## config.mk

```make
export PLATFORM = sky130hd
export DESIGN_NAME = branch_predictor
export DESIGN_NICKNAME = d
export VERILOG_FILES = /design/src/rtl/branch_predictor.sv
export SDC_FILE = /design/constraint.sdc
export NUM_CORES = 2
export LEC_CHECK = 0
export CORE_MARGIN = 3
export CORE_UTILIZATION = 43
export CTS_CLUSTER_DIAMETER = 120
export DETAILED_ROUTE_END_ITERATION = 7
export PLACE_DENSITY = 0.71
export SYNTH_ARGS = -nofsm -noshare
export SYNTH_HDL_FRONTEND = slang
export SYNTH_SLANG_ARGS = --single-unit
```

## constraint.sdc

```tcl
create_clock -name clk -period 45.6 [get_ports clk]
set_input_delay 9.12 -clock clk [delete_from_list [all_inputs] [get_ports clk]]
set_output_delay 9.12 -clock clk [all_outputs]
set_load 0.02 [all_outputs]
```

## src/rtl/branch_predictor.sv

```systemverilog
// branch_predictor: 2-bit saturating-counter predictor with tagged BTB for the IF stage
// Ports: if_pc -> pred_taken/pred_target (combinational lookup);
//        upd_en/upd_pc/upd_taken/upd_target/upd_pred_* -> table training plus mispredict/redirect_pc;
//        reset is asynchronous, active-high.
// Define BP_STATS_EN to add the stat_branches/stat_mispredicts counter outputs.
module branch_predictor #(
  parameter int IDX_BITS = 4
) (
  input  logic        clk,
  input  logic        reset,
  input  logic [31:0] if_pc,
  output logic        pred_taken,
  output logic [31:0] pred_target,
  input  logic        upd_en,
  input  logic [31:0] upd_pc,
  input  logic        upd_taken,
  input  logic [31:0] upd_target,
  input  logic        upd_pred_taken,
  input  logic [31:0] upd_pred_target,
  output logic        mispredict,
  output logic [31:0] redirect_pc
`ifdef BP_STATS_EN
  ,
  output logic [31:0] stat_branches,
  output logic [31:0] stat_mispredicts
`endif
);
  localparam int ENTRIES = 1 << IDX_BITS;
  localparam int TAG_W = 30 - IDX_BITS;
  logic [1:0]       cntMem    [ENTRIES];
  logic             validMem  [ENTRIES];
  logic [TAG_W-1:0] tagMem    [ENTRIES];
  logic [31:0]      targetMem [ENTRIES];
  logic [IDX_BITS-1:0] ifIdx, updIdx;
  logic [TAG_W-1:0]    ifTag, updTag;
  logic [1:0]          updCnt;
  assign ifIdx  = if_pc[IDX_BITS+1:2];
  assign ifTag  = if_pc[31:IDX_BITS+2];
  assign updIdx = upd_pc[IDX_BITS+1:2];
  assign updTag = upd_pc[31:IDX_BITS+2];
  assign updCnt = cntMem[updIdx];
  // Lookup reads the stored state only, so a same-cycle update is seen next cycle.
  always_comb begin
    pred_taken  = cntMem[ifIdx][1] & validMem[ifIdx] & (tagMem[ifIdx] == ifTag);
    pred_target = pred_taken ? targetMem[ifIdx] : if_pc + 32'd4;
    mispredict  = upd_en & ((upd_taken != upd_pred_taken) |
                  (upd_taken & upd_pred_taken & (upd_target != upd_pred_target)));
    redirect_pc = upd_taken ? upd_target : upd_pc + 32'd4;
  end
  // Counter trains without a tag check; only taken outcomes (re)allocate the BTB entry.
  always_ff @(posedge clk or posedge reset) begin
    if (reset) begin
      for (int i = 0; i < ENTRIES; i++) begin
        cntMem[i]    <= 2'b01;
        validMem[i]  <= 1'b0;
        tagMem[i]    <= '0;
        targetMem[i] <= '0;
      end
    end else if (upd_en) begin
      cntMem[updIdx] <= upd_taken ? ((updCnt == 2'd3) ? 2'd3 : updCnt + 2'd1)
                                  : ((updCnt == 2'd0) ? 2'd0 : updCnt - 2'd1);
      if (upd_taken) begin
        validMem[updIdx]  <= 1'b1;
        tagMem[updIdx]    <= updTag;
        targetMem[updIdx] <= upd_target;
      end
    end
  end
`ifdef BP_STATS_EN
  always_ff @(posedge clk or posedge reset) begin
    if (reset) begin
      stat_branches    <= '0;
      stat_mispredicts <= '0;
    end else begin
      stat_branches    <= stat_branches + {31'd0, upd_en};
      stat_mispredicts <= stat_mispredicts + {31'd0, mispredict};
    end
  end
`endif
endmodule
```

==> results.md <==
* Top cells by area, synth: dfrtp_1, mux2_2, mux4_2, clkbuf_1, xnor2_1
* Main synth FF type: dfrtp_1
* Clock root buffer: clkbuf_16
* Layout cells sized above 1 at 47.8%
* Hold Vio Cnt, Final at 0
* Startpoint types: input port
* Setup-failing EPs final at 0
* Clk buf depth at 3
* Vias in the first global route at about 29k
* Worst-skew pair later-pin latency at 0.67 ns
* DIE AREA at approximately 110000 um2
* Max Freq at 41.5 MHz
* Fillers at 9111
* Post-cts hold buffer count at 0
* Worst IR Drop VDD at slightly above 0.03 mV
* Placer Congestion at 0.840
* Sequential-to-total area share from yosys stat at 52.3%
* WP data required at roughly 36 ns
* Pwr dens at 45.3 nW/um2
* Core Rows at between 100 and 150
* Worst-Margin Slew at 1.26 ns
* Asr flop ratio synth at 100%
* Yosys warns at 0
* Worst r2r src: cntMem[1]$_DFFE_PP0P_
* Buffers on Ports at 198
* HP Start: validMem[6]$_DFFE_PP0P_
* DR iter-0 viols at ~2.7k
* DRT Pass-1 Iters at 6
* Slew HR at 15.6%
* Crit path max fanout at 53
* Global route total overflow at 0
* Dpl ws at 21.57 ns
* Per-cell routed wire length at around 29 um
* Post-CTS setup buffers at 0
* Minimum clock period at 24.12 ns
* Tightest Hold Check Type: reg2reg
* Largest net degree at the start of global routing at approximately 170
* Critical path origin: if_pc[3]
* Setup crit end kind: primary output
* Slew Limit Fails at 0
* ANT nets after route at 0
* Most frequent cells in the layout: mux2_2, dfrtp_1, mux4_2, clkdlybuf4s50_1, clkbuf_16
* Cells after synthesis at 3091
* DR vias at 27.8k
* Die width at 336 um
* Tot GR Track Use at 23.8%
* #FFs+latches synth at 976
* Outcome: completed
* Top Ports at 199
* Area growth from synthesis to layout at 14.0%
* Cts bufs inserted at 104
* Unrepaired setup endpoints after global routing: no
* Multi-input gate area at 21000 um2
* Net count after synthesis at 3230
* Worst setup margin at ~21 ns
* Initial antenna violation count at 10
* WP data arrival at 15.00 ns
* Power consumption at about 2400 uW
* Cell variety after synth at 58
* Drt drc at 0
* Pleak at 0.0229 uW
* Post_cts resized at 0
* CTS clk-pin slew, worst paths at 0.06 ns
* Core area at between 100000 and 150000 um2
* Die height at 336 um
* Starting Density at 43.5%
* Top cell type's share of synthesized area at 51.4%
* Commonest non-fill, non-tap cell in the layout: mux2_2
* Setup TNS at 0 ns
* WS Path Type: in2out
* CTS tree: built
* Number of clock sinks at between 900 and 1k
* Storage cell area at 24400 um2
* Synthesized area per cell at 15.1 um2
* EDFF count, synth at 0
* Max-Cap Viols at 0
* H-tree Lvls at 3
* Final HPWL DP at 82.8 mm
* Clock skew at 0.00349 ns
* Largest area contributor in the netlist: dfrtp_1
* Vias per inst at around 6.0
* Final nets at 3294
* Final period utilization at 52.9%
* Global-route wire length before repair at 198 mm
* Mapped Area at 46700 um2
* Drt total wl at 134 mm
==> cells by family after synthesis <==
kind of cell,share of synthesized area [%]
adders and majority gates,0.204
muxes,38.2
AOI/OAI and AO/OA,1.44
buffers and inverters,2.97
and+or+nand+nor,2.83
DFF,52.3
xor gates and xnor gates,2.04
==> Yosys cell counts (all sizes together), types with 4 or more instances <==
cell,number
nor2b,11
o211ai,4
o22ai,8
mux2,995
inv,15
xnor2,77
clkbuf,225
o21ai,47
or2,14
a22o,5
dfstp,16
nand2b,10
nand4,19
mux4,270
mux2i,42
ha,6
and3,15
nand3,42
nand2,87
nor4,8
a31oi,4
nor2,36
xor2,32
nor3,10
a221oi,6
a21oi,7
buf,82
dfrtp,960
a22oi,8
==> report_power, final <==
| group | total [uW] | internal [uW] | switching [uW] |
|---|---|---|---|
| logic | 433 | 254 | 179 |
| registers | 1130 | 1040 | 87.8 |
| clock network | 849 | 499 | 351 |
| total | 2410 | 1800 | 618 |
==> worst max-delay path, cell delays in order <==
cell and delay, ns:
buf_8 0.36, buf_4 0.81, buf_4 0.79, mux4_2 0.62
xnor2_1 0.15, or4_1 0.46, a22oi_1 0.22, nand4_1 0.19
nor4_4 0.30, buf_4 0.70, mux2_2 0.43, clkdlybuf4s50_1 0.60
==> worst paths after layout <==
path                            slack (ns)                         end  cells past startpoint
worst max-delay path                 21.48             pred_target[31]                     12
worst min-delay path                  0.47     validMem[6]$_DFFE_PP0P_                      1
worst max register to register       43.11      cntMem[11]$_DFFE_PP0P_                      4
worst min register to register        0.47     validMem[6]$_DFFE_PP0P_                      1
max in group asynchronous            34.30     tagMem[187]$_DFFE_PP0P_                      4
min in group asynchronous             9.00  targetMem[317]$_DFFE_PP0P_                      2
==> final cells by class <==
class	count	share of cell area, %
antenna	4	0.0188
clock buffer	157	5.85
clock inverter	33	0.660
inverter	16	0.127
multi-input combinational	1792	39.5
sequential	976	45.9
tap	1403	3.30
timing repair buffer	265	4.70
==> metal layers <==
layer / vias to the layer above / global-route usage (%) / share of wire, %
li1: 11509 / - / -
met1: 15014 / 33.2 / 43
met2: 1011 / 36.6 / 46
met3: 248 / 5.89 / 7.8
met4: 8 / 8.11 / 3.5
met5: - / 0 / 0.036
==> stage by stage <==
step	hold slack (ns)	utilization, %	cell area [um2]	std cells
2_1_floorplan	0.434	-	46700	3091
3_3_place_gp	0.451	46.3	49800	4452
3_5_place_dp	0.452	46.3	49800	4452
4_1_cts	0.469	49.5	53200	4642
5_1_grt	0.486	49.5	53200	4643
6_report	0.470	49.5	53300	4646
==> sequential cells by signal (all words and copies together), names as in the netlist <==
name       cells
tagMem       416
targetMem    512
cntMem        32
validMem      16
Note: power is estimated with default switching activity, not from simulation.
